**src/rtl/spi_slave_byte_stream_if.sv**
```systemverilog
// Byte stream handshake between the SPI slave front end and the packet bridge.
// The slave modport is the SPI block side; master is the bridge side.
interface spi_slave_byte_stream_if;
  logic [7:0] oRX_DATA;
  logic       oRX_VALID;
  logic       iRX_READY;
  logic [7:0] iTX_DATA;
  logic       iTX_VALID;
  logic       oTX_READY;

  modport slave (
    output oRX_DATA,
    output oRX_VALID,
    input  iRX_READY,
    input  iTX_DATA,
    input  iTX_VALID,
    output oTX_READY
  );

  modport master (
    input  oRX_DATA,
    input  oRX_VALID,
    output iRX_READY,
    output iTX_DATA,
    output iTX_VALID,
    input  oTX_READY
  );
endinterface

```
**src/rtl/spi_slave_byte_stream.sv**
```systemverilog
// SPI mode-0 slave, MSB first, oversampled in the iCLK domain.
// Received bytes leave as a valid/ready stream; transmit bytes enter through a 1-deep holding register.
module spi_slave_byte_stream #(
  parameter int unsigned SYNC_STAGES = 2,
  parameter logic [7:0]  IDLE_BYTE   = 8'h4A
) (
  input  logic iCLK,
  input  logic iRESETn,
  input  logic iSCLK,
  input  logic iMOSI,
  input  logic iNSS,
  output logic oMISO,
  output logic oMISO_OE,
  output logic oOVERRUN,
  input  logic iOVR_CLR,
  spi_slave_byte_stream_if.slave stream
);

  localparam int unsigned BYTE_W = 8;
  localparam int unsigned CNT_W  = 3;
  localparam int unsigned LAST   = SYNC_STAGES - 1;

  typedef enum logic {IDLE, ACTIVE} stateT;

  logic [SYNC_STAGES-1:0] sclkSync;
  logic [SYNC_STAGES-1:0] mosiSync;
  logic [SYNC_STAGES-1:0] nssSync;
  logic                   sclkDly;
  logic                   nssDly;
  logic                   sclkRise;
  logic                   sclkFall;
  logic                   nssFall;
  logic                   nssRise;

  stateT                  state;
  logic [CNT_W-1:0]       bitCnt;
  logic [BYTE_W-2:0]      rxShift;
  logic [BYTE_W-1:0]      txShift;
  logic                   misoOe;

  logic [BYTE_W-1:0]      rxData;
  logic                   rxValid;
  logic                   overrun;
  logic [BYTE_W-1:0]      txHold;
  logic                   txReady;

  logic                   mosiBit;
  logic [BYTE_W-1:0]      rxByte;
  logic                   byteDone;
  logic                   txLoad;
  logic [BYTE_W-1:0]      txNext;

  // Synchronizers and registered one-cycle edge strobes
  always_ff @(posedge iCLK or negedge iRESETn) begin
    if (!iRESETn) begin
      sclkSync <= '0;
      mosiSync <= '0;
      nssSync  <= '1;
      sclkDly  <= 1'b0;
      nssDly   <= 1'b1;
      sclkRise <= 1'b0;
      sclkFall <= 1'b0;
      nssFall  <= 1'b0;
      nssRise  <= 1'b0;
    end else begin
      sclkSync <= {sclkSync[SYNC_STAGES-2:0], iSCLK};
      mosiSync <= {mosiSync[SYNC_STAGES-2:0], iMOSI};
      nssSync  <= {nssSync[SYNC_STAGES-2:0], iNSS};
      sclkDly  <= sclkSync[LAST];
      nssDly   <= nssSync[LAST];
      sclkRise <= sclkSync[LAST] & ~sclkDly;
      sclkFall <= ~sclkSync[LAST] & sclkDly;
      nssFall  <= ~nssSync[LAST] & nssDly;
      nssRise  <= nssSync[LAST] & ~nssDly;
    end
  end

  always_comb begin
    mosiBit  = mosiSync[LAST];
    rxByte   = {rxShift, mosiBit};
    byteDone = (state == ACTIVE) && !nssRise && sclkRise && (bitCnt == CNT_W'(7));
    txLoad   = ((state == IDLE) && nssFall) ||
               ((state == ACTIVE) && !nssRise && sclkFall && (bitCnt == CNT_W'(0)));
    txNext   = txReady ? IDLE_BYTE : txHold;
  end

  // Transfer FSM with RX/TX shift registers; oMISO is the top bit of txShift
  always_ff @(posedge iCLK or negedge iRESETn) begin
    if (!iRESETn) begin
      state   <= IDLE;
      bitCnt  <= '0;
      rxShift <= '0;
      txShift <= '0;
      misoOe  <= 1'b0;
    end else begin
      case (state)
        IDLE: begin
          if (nssFall) begin
            state   <= ACTIVE;
            txShift <= txNext;
            misoOe  <= 1'b1;
            bitCnt  <= '0;
          end
        end
        ACTIVE: begin
          if (nssRise) begin
            state   <= IDLE;
            bitCnt  <= '0;
            rxShift <= '0;
            txShift <= '0;
            misoOe  <= 1'b0;
          end else begin
            if (sclkRise) begin
              rxShift <= rxByte[BYTE_W-2:0];
              bitCnt  <= bitCnt + CNT_W'(1);
            end
            if (sclkFall) begin
              if (bitCnt != CNT_W'(0)) begin
                txShift <= {txShift[BYTE_W-2:0], 1'b0};
              end else begin
                txShift <= txNext;
              end
            end
          end
        end
        default: begin
          state <= IDLE;
        end
      endcase
    end
  end

  // RX output register: accept on empty or same-cycle consume, otherwise flag overrun
  always_ff @(posedge iCLK or negedge iRESETn) begin
    if (!iRESETn) begin
      rxData  <= '0;
      rxValid <= 1'b0;
      overrun <= 1'b0;
    end else begin
      if (byteDone) begin
        if (!rxValid || stream.iRX_READY) begin
          rxData  <= rxByte;
          rxValid <= 1'b1;
        end
      end else if (rxValid && stream.iRX_READY) begin
        rxValid <= 1'b0;
      end
      if (iOVR_CLR) begin
        overrun <= 1'b0;
      end
      if (byteDone && rxValid && !stream.iRX_READY) begin
        overrun <= 1'b1;
      end
    end
  end

  // TX holding register; a load only empties it when full, a write only fills it when empty
  always_ff @(posedge iCLK or negedge iRESETn) begin
    if (!iRESETn) begin
      txHold  <= '0;
      txReady <= 1'b1;
    end else begin
      if (txLoad && !txReady) begin
        txReady <= 1'b1;
      end
      if (stream.iTX_VALID && txReady) begin
        txHold  <= stream.iTX_DATA;
        txReady <= 1'b0;
      end
    end
  end

  assign oMISO            = txShift[BYTE_W-1];
  assign oMISO_OE         = misoOe;
  assign oOVERRUN         = overrun;
  assign stream.oRX_DATA  = rxData;
  assign stream.oRX_VALID = rxValid;
  assign stream.oTX_READY = txReady;

endmodule
```
**src/flat_wrapper.sv**
```systemverilog
// flat-port wrapper written by rule: the top's interface ports become plain ports
module spi_slave_byte_stream_flat 
#(
  parameter int unsigned SYNC_STAGES = 2,
  parameter logic [7:0]  IDLE_BYTE   = 8'h4A
)
  (iCLK, iRESETn, iSCLK, iMOSI, iNSS, oMISO, oMISO_OE, oOVERRUN, iOVR_CLR, stream_oRX_DATA, stream_oRX_VALID, stream_iRX_READY, stream_iTX_DATA, stream_iTX_VALID, stream_oTX_READY);
  spi_slave_byte_stream_if stream_i ();
  input  logic iCLK;
  input  logic iRESETn;
  input  logic iSCLK;
  input  logic iMOSI;
  input  logic iNSS;
  output logic oMISO;
  output logic oMISO_OE;
  output logic oOVERRUN;
  input  logic iOVR_CLR;
  output wire logic [$bits(stream_i.oRX_DATA)-1:0] stream_oRX_DATA;
  output wire logic [$bits(stream_i.oRX_VALID)-1:0] stream_oRX_VALID;
  input wire logic [$bits(stream_i.iRX_READY)-1:0] stream_iRX_READY;
  input wire logic [$bits(stream_i.iTX_DATA)-1:0] stream_iTX_DATA;
  input wire logic [$bits(stream_i.iTX_VALID)-1:0] stream_iTX_VALID;
  output wire logic [$bits(stream_i.oTX_READY)-1:0] stream_oTX_READY;
  assign stream_oRX_DATA = stream_i.oRX_DATA;
  assign stream_oRX_VALID = stream_i.oRX_VALID;
  assign stream_i.iRX_READY = stream_iRX_READY;
  assign stream_i.iTX_DATA = stream_iTX_DATA;
  assign stream_i.iTX_VALID = stream_iTX_VALID;
  assign stream_oTX_READY = stream_i.oTX_READY;
  spi_slave_byte_stream #(.SYNC_STAGES(SYNC_STAGES), .IDLE_BYTE(IDLE_BYTE)) u_core (.iCLK(iCLK), .iRESETn(iRESETn), .iSCLK(iSCLK), .iMOSI(iMOSI), .iNSS(iNSS), .oMISO(oMISO), .oMISO_OE(oMISO_OE), .oOVERRUN(oOVERRUN), .iOVR_CLR(iOVR_CLR), .stream(stream_i));
endmodule
```
**config.mk**
```make
export PLATFORM = sky130hd
export DESIGN_NAME = spi_slave_byte_stream_flat
export DESIGN_NICKNAME = d
export VERILOG_FILES = /design/src/rtl/spi_slave_byte_stream_if.sv /design/src/rtl/spi_slave_byte_stream.sv /design/src/flat_wrapper.sv
export SDC_FILE = /design/constraint.sdc
export NUM_CORES = 1
export LEC_CHECK = 0
export ABC_CLOCK_PERIOD_IN_PS = 2300
export BUFFER_PORTS_ARGS = -buffer_cell sky130_fd_sc_hd__buf_2
export CORE_MARGIN = 2
export CORE_UTILIZATION = 30
export CTS_BUF_LIST = sky130_fd_sc_hd__clkbuf_8
export DETAILED_ROUTE_END_ITERATION = 16
export PLACE_DENSITY = 0.54
export SYNTH_ARGS = -nofsm -noshare
export SYNTH_HDL_FRONTEND = slang
export SYNTH_SLANG_ARGS = --single-unit
```
**constraint.sdc**
```tcl
create_clock -name iCLK -period 2.3 [get_ports iCLK]
set_clock_uncertainty 0.15 [all_clocks]
set_input_delay 0.46 -clock iCLK [delete_from_list [all_inputs] [get_ports iCLK]]
set_output_delay 0.46 -clock iCLK [all_outputs]
set_load 0.01 [all_outputs]
```
==> out/qor.csv <==
stage;metric;value;unit
routing;vias;1337;
critical_path;WP depth;5;
grt;vias in the first global route;1298;
cells_and_area;final core occ;36.2;%
yosys;post-synth top area cell;dfrtp_1;
grt;largest net degree at the start of global routing;28;
routing;Wirelength per Cell;12.5;um
critical_path;reg2reg path depth;5;
yosys;Main synth FF type;dfrtp_1;
clock_network;clock buffer depth;2;
timing;Final min period;1950;ps
min_path;Hold/Removal Path Class;input port to asynchronous set/reset pin;
routing;DR iter-0 viols;44;
critical_path;crit end category;flip-flop;
yosys;Synth area leaders;dfrtp_1, mux2_4, dfstp_2;
routing;vias per cell;4.47;
yosys;Syn Area/Cell;12.6;um2
critical_path;CP Max Fanout;11;
timing;final hold violations;5;
run;Max Cap Violations;0;
clock_network;hold-fix buffers at CTS;0;
yosys;Syn. warnings;0;
yosys;Syn Nets;190;
routing;# DRC;0;
routing;Post-DRT Antenna Nets;0;
floorplanning;num rows;30;
yosys;Synth Instances;171;
critical_path;Crit-path slowest cell;dfrtp_1;
clock_network;clk slew on worst S/H paths;90;ps
grt;first-pass GRT wire length;6410;um
placed_design;Port Buffer Count;28;
floorplanning;die width;88.7;um
timing;setup_tns;0;ps
timing;Hold Slack;-2.47;ps
routing;Total Wirelength;3730;um
critical_path;biggest cell delay along the critical path;490;ps
yosys;synthesized area;2150;um2
timing;Slew @ Worst Pin;570;ps
grt;GRT Util Overall;10.7;%
cells_and_area;commonest non-fill, non-tap cell in the layout;dfrtp_1;
pwr;PD cells;949;nW/um2
routing;DR pass1 iterations;4;
critical_path;Worst Setup SP;u_core.nssRise;
clock_network;Inserted Clock Buffers;5;
critical_path;CP Data Required Time;2340;ps
cells_and_area;Ant. Diodes;0;
clock_network;Post-CTS Setup Inserts;0;
pwr;LEAKAGE;1.13;nW
cells_and_area;commonest non-fill, non-tap cells in the layout;dfrtp_1, buf_2, nor2b_1, a21oi_1, o21ai_0;
cells_and_area;Fillers;693;
pwr;Max IR drop VDD;449;uV
clock_network;htree depth;2;
timing;Fmax;513;MHz
critical_path;RR Startpoint;u_core.nssRise;
grt;initial antenna violation count;0;
timing;Slew Viols, Final;0;
yosys;Synth Register Bits;51;
clock_network;clock latency on the worst-skew pair;310;ps
yosys;share of the yosys chip area belonging to registers;59.5;%
floorplanning;Boundary Pins;29;
floorplanning;die area;7870;um2
cells_and_area;Synth-to-Final Area Change;15.5;%
clock_network;CTS Root Cell;clkbuf_8;
timing;Max-slew headroom;62.0;%
timing;Final Setup Violations;0;
critical_path;crit-path cells;and2b_1 > nand3_4 > nor2b_2 > buf_4 > mux2_4;
clock_network;clock sink count;51;
critical_path;critical path type;flip-flop to flip-flop;
cells_and_area;share of cells above drive strength 1;32.0;%
critical_path;delay-heaviest family, CP;simple AND/OR/NAND/NOR gates;
outcome;status;finished with violations;
critical_path;critical path arrival;1990;ps
outcome;failing checks;negative hold slack;
floorplanning;core area;6870;um2
yosys;Post-synth ARST share;100;%
clock_network;# resized after CTS;0;
yosys;Post-synth EDFFs;0;
cells_and_area;final net count;221;
floorplanning;die height;88.7;um
clock_network;TritonCTS clock tree;yes;
critical_path;startpoint type of the worst setup path;flip-flop;
floorplanning;starting density of the core;31.3;%
yosys;post-synth cell types;31;
placed_design;Detailed Place HPWL;2720;um
critical_path;Buf/Inv on CP;1;
timing;RSZ-0062 raised after global routing;no;
placed_design;Placer Congestion;0.716;
grt;GR Overflow Total;0;
timing;Tcrit/Tclk final;84.7;%
yosys;Synth top area share;54.6;%
==> state kept, by name (all words and copies together), names as in the netlist, 2 cells and up <==
name and count:
u_core.bitCnt 3, u_core.mosiSync 2, u_core.nssSync 2, u_core.rxShift 7, u_core.sclkSync 2, u_core.stream.oRX_DATA 8
u_core.txHold 8, u_core.txShift 8
==> cell usage after synthesis, types with 2 or more instances <==
master     number
o21ai_0        10
a21oi_1        14
a32o_1          3
nand2b_1        2
nor2_1          7
mux2_2          9
mux2_4          8
o21ai_1         2
a221oi_1        3
buf_6           3
nor2b_1        14
inv_1           7
nand2_1         9
o22ai_1         4
ha_1            3
buf_2           2
clkbuf_1        3
dfstp_2         4
o2bb2ai_1       6
dfrtp_1        47
==> stage by stage <==
step	area [um2]	power [mW]	cells	hold slack [ps]	setup WS, ps
finish	2490	2.36	299	-2.47	352
global route	2490	2.54	299	29.4	230
CTS	2490	2.39	299	17.8	350
detailed placement	2400	1.89	291	186	358
global placement	2400	1.88	291	184	392
floorplan	2150	1.72	171	14.4	696
==> where the power goes <==
part	switching [mW]	total [mW]	internal, mW
logic	0.259	0.542	0.283
registers	0.189	1.32	1.13
clock network	0.287	0.496	0.209
==> per-layer routing <==
layer  wire length [um]  track usage (%)
met1               1890             15.1
met2               1590             15.3
met3                151             2.71
met4                 98             4.96
met5                  0                0
==> cell type report <==
| class | count | area, um2 | share of cell area (%) |
|---|---|---|---|
| flip-flops and latches | 51 | 1280 | 51.5 |
| clock buffers | 5 | 68.8 | 2.77 |
| inverters | 7 | 26.3 | 1.06 |
| clock inverters | 3 | 16.3 | 0.654 |
| repair buffers | 32 | 183 | 7.35 |
| well taps | 96 | 120 | 4.83 |
| multi-input cells | 105 | 791 | 31.8 |
==> kinds of logic (layout without fill, tap and decap cells) <==
| logic type | Yosys count | count (layout) | share of synthesized area (%) |
|---|---|---|---|
| AOI/OAI and AO/OA | 46 | 46 | 14.3 |
| and+or+nand+nor | 39 | 39 | 10.4 |
| buffers and inverters | 15 | 47 | 3.78 |
| muxes | 17 | 17 | 10.3 |
| DFF | 51 | 51 | 59.5 |
| adders and majority gates | 3 | 3 | 1.74 |
==> worst paths after layout <==
check | endpoint | slack [ps]
max | u_core.stream.oRX_DATA[1] | 350
min | u_core.txHold[4] | -2
max reg2reg | u_core.stream.oRX_DATA[1] | 350
min reg2reg | u_core.sclkSync[1] | 200
max in group asynchronous | u_core.stream.oRX_DATA[1] | 1480
min in group iCLK | u_core.nssSync[0] | 100
(Power assumes the default switching activity.)
